### src/rtl/memblock_tbus_arbiter_if.sv
// Trinity-bus request/response bundle between memblock units and dcache.
// master drives the request side, slave answers with ready/done/data.
interface memblock_tbus_arbiter_if #(
  parameter int DATA_W   = 64,
  parameter int OPTYPE_W = 2
);
  logic                index_valid;
  logic                index_ready;
  logic [DATA_W-1:0]   index;
  logic [DATA_W-1:0]   write_data;
  logic [DATA_W-1:0]   write_mask;
  logic [OPTYPE_W-1:0] operation_type;
  logic [DATA_W-1:0]   read_data;
  logic                operation_done;

  modport master (
    output index_valid,
    output index,
    output write_data,
    output write_mask,
    output operation_type,
    input  index_ready,
    input  read_data,
    input  operation_done
  );

  modport slave (
    input  index_valid,
    input  index,
    input  write_data,
    input  write_mask,
    input  operation_type,
    output index_ready,
    output read_data,
    output operation_done
  );
endinterface

### src/rtl/memblock_tbus_arbiter.sv
// Shares the dcache tbus port between load (0) and store (1) units,
// one transaction in flight. Ports: clock, reset_n, ldu/stu (slave),
// arb2dcache (master), ldu_flush, arb_busy, arb_owner.
module memblock_tbus_arbiter #(
  parameter int DATA_W   = 64,
  parameter int OPTYPE_W = 2
) (
  input  logic clock,
  input  logic reset_n,
  memblock_tbus_arbiter_if.slave  ldu,
  memblock_tbus_arbiter_if.slave  stu,
  memblock_tbus_arbiter_if.master arb2dcache,
  input  logic ldu_flush,
  output logic arb_busy,
  output logic arb_owner
);

  typedef enum logic [1:0] {
    S_IDLE,
    S_HOLD,
    S_WAIT
  } state_t;

  state_t r_state;
  state_t w_state_nx;
  logic   r_owner;
  logic   w_owner_nx;
  logic   r_prio;
  logic   w_prio_nx;
  logic   r_drop;
  logic   w_drop_nx;

  logic w_win;
  logic w_req;
  logic w_kill;
  logic w_issue;
  logic w_fire;
  logic w_done;
  logic w_wait;
  logic w_out;

  // Winner: locked owner in HOLD, else single valid or prio on tie.
  always_comb begin
    w_wait = (r_state == S_WAIT);
    if (r_state == S_HOLD) begin
      w_win = r_owner;
    end else if (ldu.index_valid && stu.index_valid) begin
      w_win = r_prio;
    end else begin
      w_win = stu.index_valid;
    end
    w_req   = w_win ? stu.index_valid : ldu.index_valid;
    w_kill  = ~w_win & ldu_flush;
    w_issue = ~w_wait & w_req & ~w_kill;
    w_fire  = w_issue & arb2dcache.index_ready;
    w_done  = w_wait & arb2dcache.operation_done;
    // Pass-through paths must stay quiet while reset is held.
    w_out   = w_issue & reset_n;
  end

  always_ff @(posedge clock or negedge reset_n) begin
    if (!reset_n) begin
      r_state <= S_IDLE;
      r_owner <= 1'b0;
      r_prio  <= 1'b0;
      r_drop  <= 1'b0;
    end else begin
      r_state <= w_state_nx;
      r_owner <= w_owner_nx;
      r_prio  <= w_prio_nx;
      r_drop  <= w_drop_nx;
    end
  end

  always_comb begin
    w_state_nx = r_state;
    w_owner_nx = r_owner;
    w_prio_nx  = r_prio;
    w_drop_nx  = r_drop;
    unique case (r_state)
      S_IDLE: begin
        if (w_issue) begin
          w_owner_nx = w_win;
          w_state_nx = w_fire ? S_WAIT : S_HOLD;
        end
      end
      S_HOLD: begin
        if (!w_issue) begin
          w_state_nx = S_IDLE;
          w_owner_nx = 1'b0;
        end else if (w_fire) begin
          w_state_nx = S_WAIT;
        end
      end
      S_WAIT: begin
        if (w_done) begin
          w_state_nx = S_IDLE;
          w_owner_nx = 1'b0;
          w_prio_nx  = ~r_owner;
          w_drop_nx  = 1'b0;
        end else if (!r_owner && ldu_flush) begin
          w_drop_nx = 1'b1;
        end
      end
      default: begin
        w_state_nx = S_IDLE;
        w_owner_nx = 1'b0;
        w_drop_nx  = 1'b0;
      end
    endcase
  end

  always_comb begin
    arb2dcache.index_valid    = w_out;
    arb2dcache.index          = '0;
    arb2dcache.write_data     = '0;
    arb2dcache.write_mask     = '0;
    arb2dcache.operation_type = '0;
    if (w_out) begin
      arb2dcache.index          = w_win ? stu.index : ldu.index;
      arb2dcache.write_data     = w_win ? stu.write_data : ldu.write_data;
      arb2dcache.write_mask     = w_win ? stu.write_mask : ldu.write_mask;
      arb2dcache.operation_type = w_win ? stu.operation_type
                                        : ldu.operation_type;
    end
  end

  // A flushed load (now or earlier) never sees its completion.
  always_comb begin
    ldu.index_ready    = w_fire & ~w_win & reset_n;
    stu.index_ready    = w_fire & w_win & reset_n;
    ldu.operation_done = w_done & ~r_owner & ~r_drop & ~ldu_flush;
    stu.operation_done = w_done & r_owner;
    ldu.read_data      = (w_wait && !r_owner) ? arb2dcache.read_data : '0;
    stu.read_data      = (w_wait && r_owner) ? arb2dcache.read_data : '0;
    arb_busy           = (r_state != S_IDLE);
    arb_owner          = r_owner;
  end

endmodule

### src/flat_wrapper.sv
// flat-port wrapper written by rule: the top's interface ports become plain ports
module memblock_tbus_arbiter_flat 
#(
  parameter int DATA_W   = 64,
  parameter int OPTYPE_W = 2
)
  (clock, reset_n, ldu_flush, arb_busy, arb_owner, ldu_index_valid, ldu_index, ldu_write_data, ldu_write_mask, ldu_operation_type, ldu_index_ready, ldu_read_data, ldu_operation_done, stu_index_valid, stu_index, stu_write_data, stu_write_mask, stu_operation_type, stu_index_ready, stu_read_data, stu_operation_done, arb2dcache_index_valid, arb2dcache_index, arb2dcache_write_data, arb2dcache_write_mask, arb2dcache_operation_type, arb2dcache_index_ready, arb2dcache_read_data, arb2dcache_operation_done);
  memblock_tbus_arbiter_if #(.DATA_W(DATA_W), .OPTYPE_W(OPTYPE_W)) ldu_i ();
  memblock_tbus_arbiter_if #(.DATA_W(DATA_W), .OPTYPE_W(OPTYPE_W)) stu_i ();
  memblock_tbus_arbiter_if #(.DATA_W(DATA_W), .OPTYPE_W(OPTYPE_W)) arb2dcache_i ();
  input  logic clock;
  input  logic reset_n;
  input  logic ldu_flush;
  output logic arb_busy;
  output logic arb_owner;
  input wire logic [$bits(ldu_i.index_valid)-1:0] ldu_index_valid;
  input wire logic [$bits(ldu_i.index)-1:0] ldu_index;
  input wire logic [$bits(ldu_i.write_data)-1:0] ldu_write_data;
  input wire logic [$bits(ldu_i.write_mask)-1:0] ldu_write_mask;
  input wire logic [$bits(ldu_i.operation_type)-1:0] ldu_operation_type;
  output wire logic [$bits(ldu_i.index_ready)-1:0] ldu_index_ready;
  output wire logic [$bits(ldu_i.read_data)-1:0] ldu_read_data;
  output wire logic [$bits(ldu_i.operation_done)-1:0] ldu_operation_done;
  input wire logic [$bits(stu_i.index_valid)-1:0] stu_index_valid;
  input wire logic [$bits(stu_i.index)-1:0] stu_index;
  input wire logic [$bits(stu_i.write_data)-1:0] stu_write_data;
  input wire logic [$bits(stu_i.write_mask)-1:0] stu_write_mask;
  input wire logic [$bits(stu_i.operation_type)-1:0] stu_operation_type;
  output wire logic [$bits(stu_i.index_ready)-1:0] stu_index_ready;
  output wire logic [$bits(stu_i.read_data)-1:0] stu_read_data;
  output wire logic [$bits(stu_i.operation_done)-1:0] stu_operation_done;
  output wire logic [$bits(arb2dcache_i.index_valid)-1:0] arb2dcache_index_valid;
  output wire logic [$bits(arb2dcache_i.index)-1:0] arb2dcache_index;
  output wire logic [$bits(arb2dcache_i.write_data)-1:0] arb2dcache_write_data;
  output wire logic [$bits(arb2dcache_i.write_mask)-1:0] arb2dcache_write_mask;
  output wire logic [$bits(arb2dcache_i.operation_type)-1:0] arb2dcache_operation_type;
  input wire logic [$bits(arb2dcache_i.index_ready)-1:0] arb2dcache_index_ready;
  input wire logic [$bits(arb2dcache_i.read_data)-1:0] arb2dcache_read_data;
  input wire logic [$bits(arb2dcache_i.operation_done)-1:0] arb2dcache_operation_done;
  assign ldu_i.index_valid = ldu_index_valid;
  assign ldu_i.index = ldu_index;
  assign ldu_i.write_data = ldu_write_data;
  assign ldu_i.write_mask = ldu_write_mask;
  assign ldu_i.operation_type = ldu_operation_type;
  assign ldu_index_ready = ldu_i.index_ready;
  assign ldu_read_data = ldu_i.read_data;
  assign ldu_operation_done = ldu_i.operation_done;
  assign stu_i.index_valid = stu_index_valid;
  assign stu_i.index = stu_index;
  assign stu_i.write_data = stu_write_data;
  assign stu_i.write_mask = stu_write_mask;
  assign stu_i.operation_type = stu_operation_type;
  assign stu_index_ready = stu_i.index_ready;
  assign stu_read_data = stu_i.read_data;
  assign stu_operation_done = stu_i.operation_done;
  assign arb2dcache_index_valid = arb2dcache_i.index_valid;
  assign arb2dcache_index = arb2dcache_i.index;
  assign arb2dcache_write_data = arb2dcache_i.write_data;
  assign arb2dcache_write_mask = arb2dcache_i.write_mask;
  assign arb2dcache_operation_type = arb2dcache_i.operation_type;
  assign arb2dcache_i.index_ready = arb2dcache_index_ready;
  assign arb2dcache_i.read_data = arb2dcache_read_data;
  assign arb2dcache_i.operation_done = arb2dcache_operation_done;
  memblock_tbus_arbiter #(.DATA_W(DATA_W), .OPTYPE_W(OPTYPE_W)) u_core (.clock(clock), .reset_n(reset_n), .ldu(ldu_i), .stu(stu_i), .arb2dcache(arb2dcache_i), .ldu_flush(ldu_flush), .arb_busy(arb_busy), .arb_owner(arb_owner));
endmodule
### config.mk
export PLATFORM = sky130hd
export DESIGN_NAME = memblock_tbus_arbiter_flat
export DESIGN_NICKNAME = d
export VERILOG_FILES = /design/src/rtl/memblock_tbus_arbiter_if.sv /design/src/rtl/memblock_tbus_arbiter.sv /design/src/flat_wrapper.sv
export SDC_FILE = /design/constraint.sdc
export NUM_CORES = 1
export LEC_CHECK = 0
export BUFFER_PORTS_ARGS = -buffer_cell sky130_fd_sc_hd__buf_2
export CORE_AREA = 2 2 309 311
export CTS_CLUSTER_SIZE = 28
export DETAILED_ROUTE_END_ITERATION = 10
export DIE_AREA = 0 0 311 313
export SLEW_MARGIN = 40
export SYNTH_ARGS = -nofsm -noshare
export SYNTH_HDL_FRONTEND = slang
export SYNTH_SLANG_ARGS = --single-unit
### constraint.sdc
create_clock -name clock -period 2.25 [get_ports clock]
set_input_delay 0.1125 -clock clock [delete_from_list [all_inputs] [get_ports clock]]
set_output_delay 0.1125 -clock clock [all_outputs]
set_load 0.05 [all_outputs]
-- Word-level counts from Yosys, hierarchy flattened
Cells that the tools add are included.
- flip-flop bits (word level): 5
- equality and inequality tests: 7
- reductions and logical operators: 12
- muxes and demuxes: 26
- bitwise logic cells: 21
- operator list (operator ; count):
    $mux W64 ; 8
    $and A1 B1 Y1 ; 14
    $mux W2 ; 7
    $mux W1 ; 8
    $not A1 Y1 ; 7
    $pmux W2 S3 ; 1
    $reduce_and A3 Y1 ; 2
    $logic_and A1 B1 Y1 ; 4
    $ne A2 B1 Y1 const B ; 2
    $reduce_and A2 Y1 ; 2
    $ne A3 B2 Y1 const B ; 1
    $ne A3 B3 Y1 const B ; 1
    $pmux W1 S3 ; 1
    $eq A2 B1 Y1 const B ; 1
    $eq A2 B2 Y1 const B ; 1
    $logic_not A2 Y1 ; 1
    $ne A2 B2 Y1 const B ; 1
    $pmux W1 S2 ; 1
    $reduce_bool A2 Y1 ; 1
    $reduce_or A2 Y1 ; 1
    $logic_not A1 Y1 ; 1

-- Depth between registers and ports, before layout
- depth after elaboration: 11
- depth in mapped cells: 10
- gate-level depth less buffers: 5

-- Least setup slack after synthesis
Ideal clock, no wire load.
- kind: flip-flop to output port
- from: reg u_core.r_owner (netlist: u_core.arb_owner)
- to: out ldu_index_ready
- stages on the path, launching flop included: 10
- path buffers: 4
- setup slack: -0.809 ns
- required time: 2.138 ns
- arrival time: 2.946 ns
- path through: dfrtp_1 > buf_2 > and3b_1 > a31o_1 > buf_4 > o221ai_2 > or2_1 > buf_4 > buf_6 > nor3_1
- cells in the longest elaborated chain, start to end: 8
- elaborated cells between the ends (all ways): 10
- classes of those cells: 2 x mux; 8 x bitwise
- RTL lines (element ; RTL line ; RTL):
    start: declaration ; memblock_tbus_arbiter.sv:26 ; logic r_owner;
    start signal: assignment ; memblock_tbus_arbiter.sv:69 ; r_owner <= w_owner_nx;
    $mux W1 (*) ; memblock_tbus_arbiter.sv:45 ; if (r_state == S_HOLD) begin
    $not A1 Y1 ; memblock_tbus_arbiter.sv:53, memblock_tbus_arbiter.sv:130 ;
    $and A1 B1 Y1 ; memblock_tbus_arbiter.sv:53 ; w_kill = ~w_win & ldu_flush;
    $not A1 Y1 ; memblock_tbus_arbiter.sv:54 ; w_issue = ~w_wait & w_req & ~w_kill;
    $and A1 B1 Y1 ; memblock_tbus_arbiter.sv:54 ;
    $and A1 B1 Y1 ; memblock_tbus_arbiter.sv:55 ; w_fire = w_issue & arb2dcache.index_ready;
    $and A1 B1 Y1 (*) (2 in series) ; memblock_tbus_arbiter.sv:130 ; ldu.index_ready = w_fire & ~w_win & reset_n;
    end: declaration ; flat_wrapper.sv:21 ; output wire logic [$bits(ldu_i.index_ready)-1:0] ldu_index_ready;
Every way passes the cells marked *; elsewhere a longest branch is shown, timed or not.

-- Worst setup path after layout
- from: reg u_core.r_state[1]
- to: out arb2dcache_write_mask[58]
- cells in the longest elaborated chain, start to end: 8
- elaborated cells between the ends (all ways): 13
- classes of those cells: 2 x eq/ne; 4 x mux; 7 x bitwise
- RTL lines (element ; RTL line ; RTL):
    start: declaration ; memblock_tbus_arbiter.sv:24 ; state_t r_state;
    start signal: assignment ; memblock_tbus_arbiter.sv:68 ; r_state <= w_state_nx;
    $eq A2 B1 Y1 ; memblock_tbus_arbiter.sv:45 ;
    $mux W1 ; memblock_tbus_arbiter.sv:45 ;
    $not A1 Y1 ; memblock_tbus_arbiter.sv:53 ;
    $and A1 B1 Y1 ; memblock_tbus_arbiter.sv:53 ;
    $not A1 Y1 ; memblock_tbus_arbiter.sv:54 ;
    $and A1 B1 Y1 ; memblock_tbus_arbiter.sv:54 ;
    $and A1 B1 Y1 ; memblock_tbus_arbiter.sv:58 ; w_out = w_issue & reset_n;
    $mux W64 (*) ; memblock_tbus_arbiter.sv:119 ; if (w_out) begin
    end: declaration ; flat_wrapper.sv:35 ; output wire logic [$bits(arb2dcache_i.write_mask)-1:0] arb2dcache_write_mask;
Marked as above.

==> tab_implementation.tex <==
\begin{tabular}{lr}
\hline
Metric & Value \\
\hline
\multicolumn{2}{l}{\textbf{Status}} \\
Result of the run & finished, violations left \\
Violations in the final reports & setup timing \\
\multicolumn{2}{l}{\textbf{STA}} \\
Shortest clock period the worst path allows after layout & 2.39 ns \\
Total count of hold-check failures in the final report & 0 \\
Final setup fails & 176 \\
Final setup margin & -0.144 ns \\
Pins over their slew limit & 0 \\
Final hold slack & 0.0608 ns \\
Ratio of final minimum period to clock period & 106\% \\
Worst slew pin tran & 0.585 ns \\
Layout Skew & 0.00278 ns \\
Tightest slew margin relative to the limit & 61.0\% \\
F\_max & 0.418 GHz \\
Setup repair after global routing missed its margin & yes \\
\multicolumn{2}{l}{\textbf{Global route}} \\
GRT met3 Usage & 3.25\% \\
Number of antenna violations at the first check in global routing & 49 \\
Global-route met1 utilization & 10.1\% \\
Top Usage Layer GRT & met2 \\
GRT Residual Overflow & 0 \\
Met2 Usage GRT & 13.6\% \\
GRT Util Overall & 8.31\% \\
Number of global-route vias before repair & 8659 \\
Pin count of the biggest net entering global routing & 80 \\
Global-route wire length before repair & 59.2 mm \\
\multicolumn{2}{l}{\textbf{Routing}} \\
Number of nets still failing antenna checks after routing & 0 \\
WL final & 47.8 mm \\
Total via count in the routed design & 9331 \\
DRC violation count after routing & 0 \\
TritonRoute pass-1 iters & 5 \\
Via density & 3.21 \\
Routed wire length per instance & 16.4 um \\
Iteration-0 DRC count of the detailed router & 444 \\
\multicolumn{2}{l}{\textbf{Clock tree}} \\
Deepest level of the CTS H-tree & 1 \\
Number of buffers created by CTS & 3 \\
Clock latency on the worst-skew pair & 0.23 ns \\
Number of clock sinks & 5 \\
Clock tree root driver cell & sky130\_fd\_sc\_hd\_\_clkbuf\_16 \\
Maximum count of clock buffers along a single path & 2 \\
Clock-pin transition on the worst setup and hold timing paths & 0.03 ns \\
Clock tree from TritonCTS & built \\
\multicolumn{2}{l}{\textbf{Finish}} \\
Final core utilization & 14.9\% \\
Area Growth Syn to Fin & 217\% \\
Fraction of final layout cells with drive strength greater than 1 & 66.6\% \\
Net total in the final layout & 2099 \\
Final design instance area without fill & 14100 um2 \\
\multicolumn{2}{l}{\textbf{Place}} \\
Placed wire-length estimate after detailed placement & 38.9 mm \\
Area after detailed placement & 11800 um2 \\
Number of port buffers & 787 \\
Final Wtd Congestion & 0.918 \\
\multicolumn{2}{l}{\textbf{Worst setup path}} \\
Crit start category & flop \\
Category of the critical setup timing path & reg -> out \\
CP Data Arrival Time & 2.28 ns \\
Required arrival time at the worst endpoint & 2.14 ns \\
Highest net fanout along the worst path & 7 \\
Critical Path Sink Type & output port \\
\multicolumn{2}{l}{\textbf{Logic synthesis}} \\
Post-synth EDFFs & 0 \\
Syn Nets & 1297 \\
Syn Inst Count & 838 \\
Asr flop ratio synth & 100\% \\
Post-Synthesis Cell Area & 4440 um2 \\
Sequential share of the synthesized area & 2.82\% \\
Main flop type after synthesis & sky130\_fd\_sc\_hd\_\_dfrtp\_1 \\
Number of warning messages in the yosys log & 0 \\
Mean Syn Cell Area & 5.30 um2 \\
Number of synthesized register bits & 5 \\
Number of unique standard cell types used by synthesis & 30 \\
\multicolumn{2}{l}{\textbf{Power and ir drop}} \\
Internal Dissipation & 5.11 mW \\
Power density relative to cell area & 1020 nW/um2 \\
Worst voltage drop across the vdd grid & 0.000540 V \\
Cell leakage power & 6.56 nW \\
Net switching power figure & 9.17 mW \\
Sequential power share & 1.1\% \\
Switching part of the total & 64.2\% \\
Clock network fraction of total power & 2.1\% \\
Combinational power share & 96.8\% \\
\multicolumn{2}{l}{\textbf{Flow run}} \\
Max-cap violations & 0 \\
\multicolumn{2}{l}{\textbf{Floorplanning}} \\
Floorplan Core Area & 94200 um2 \\
Num rows & 113 \\
Count of pins on the block boundary & 788 \\
Die height & 313 um \\
Initial core utilization & 4.72\% \\
Die Width & 311 um \\
DIE AREA & 97300 um2 \\
\multicolumn{2}{l}{\textbf{Min path}} \\
Hold Path Class & in -> reg \\
\hline
\end{tabular}
[state kept, by name, summed over array words and instances (netlist names)]
signal            flops
u_core.r_prio         1
u_core.r_state        2
u_core.arb_owner      1
u_core.r_drop         1
[power groups by stage]
stage	Clock (mW)	Sequential [mW]	Combinational (mW)
2_1_floorplan	0	0.186	8.34
3_3_place_gp	0	0.157	11.5
3_5_place_dp	0	0.161	11.6
4_1_cts	0.301	0.161	12.2
5_1_grt	0.309	0.169	14.5
6_report	0.295	0.163	13.8
[routing by layer]
metal,wire [um],vias up
met5,131,-
met4,1360,20
met3,5120,99
met2,22400,625
met1,18800,4250
li1,-,4337
[path summary, 6_finish.rpt]
kind	from	to	slack (ns)	cells after the start
worst max-delay path	u_core.r_state[1]	arb2dcache_write_mask[58]	-0.14	9
worst min-delay path	arb2dcache_index_ready	u_core.r_state[0]	0.06	2
worst max register to register	u_core.arb_owner	u_core.arb_owner	0.68	6
worst min register to register	u_core.r_prio	u_core.r_prio	0.50	2
max in group asynchronous	reset_n	u_core.r_state[0]	1.83	2
min in group asynchronous	reset_n	u_core.r_state[1]	0.26	2
[placed cells by master, fill, tap and decap left out, drive strengths merged]
master and count:
buf 871, nand2 389, a21oi 194, and3 65, and2 64, clkbuf 16
diode 6, inv 5, dfrtp 5, nand2b 4, nand3 3, nor2 3
nor3 3, o21ai 2, nor2b 2, and3b 1, a31o 1, o221ai 1
or2 1, a31oi 1, nor4b 1, o21a 1, nor3b 1, mux2i 1
o31ai 1, o32ai 1, bufbuf 1, dlygate4sd3 1
[synthesized netlist by cell type, drive strengths merged (2+ instances only)]
library cell | count | area share, %
inv | 5 | 0.42
nor3 | 3 | 0.34
nand2b | 4 | 0.56
a21oi | 194 | 30
nand3 | 3 | 0.34
and3 | 65 | 9.1
nor2 | 3 | 0.25
and2 | 64 | 9.0
o21ai | 2 | 0.23
clkbuf | 60 | 5.1
buf | 28 | 6.2
nor2b | 2 | 0.28
dfrtp | 5 | 2.8
nand2 | 389 | 33
[logic make-up (layout without fill, tap and decap cells)]
| group | count (synthesis) | in the layout | share of synthesized area [%] |
|---|---|---|---|
| and+or+nand+nor | 537 | 537 | 53.5 |
| AOI/OAI and AO/OA | 202 | 202 | 31.7 |
| buffers and inverters | 93 | 894 | 11.7 |
| DFF | 5 | 5 | 2.82 |
| muxes | 1 | 1 | 0.225 |
| other | 0 | 6 | 0 |
[stage by stage]
| stage | std cells | power (mW) | worst slack [ns] | setup TNS, ns |
|---|---|---|---|---|
| 2_1_floorplan | 838 | 8.53 | -0.367 | -26.89 |
| 3_3_place_gp | 2870 | 11.7 | 0.0707 | 0 |
| 3_5_place_dp | 2870 | 11.7 | 0.0269 | 0 |
| 4_1_cts | 2881 | 12.7 | -0.205 | -24.69 |
| 5_1_grt | 2908 | 14.9 | -0.215 | -27.81 |
| 6_report | 2910 | 14.3 | -0.144 | -9.82 |
[worst max-delay path: stages (launching register included)]
cell and delay (ns):
sky130_fd_sc_hd__dfrtp_1 0.39, sky130_fd_sc_hd__and3b_2 0.26, sky130_fd_sc_hd__a31o_4 0.12, sky130_fd_sc_hd__o221ai_4 0.10
sky130_fd_sc_hd__or2_4 0.27, sky130_fd_sc_hd__buf_12 0.16, sky130_fd_sc_hd__buf_16 0.16, sky130_fd_sc_hd__clkbuf_16 0.20
sky130_fd_sc_hd__a21oi_4 0.19, sky130_fd_sc_hd__buf_12 0.16
[cell type report]
type	count	area, um2
clock buffer	4	78.8
sequential	5	128
multi-input combinational	740	5530
antenna	6	15.0
timing repair buffer	885	6710
inverter	5	21.3
tap	1265	1580
fill	10702	80100
[what timing repair did]
item	in CTS	in global routing
buffers inserted	5	14
cloned	1	12
hold endpoints to repair	5	0
pin swaps	1	5
resized for setup	200	297
hold buffers	1	0
endpoints found under the setup margin	185	197
Power figures use the tool's default switching activity.
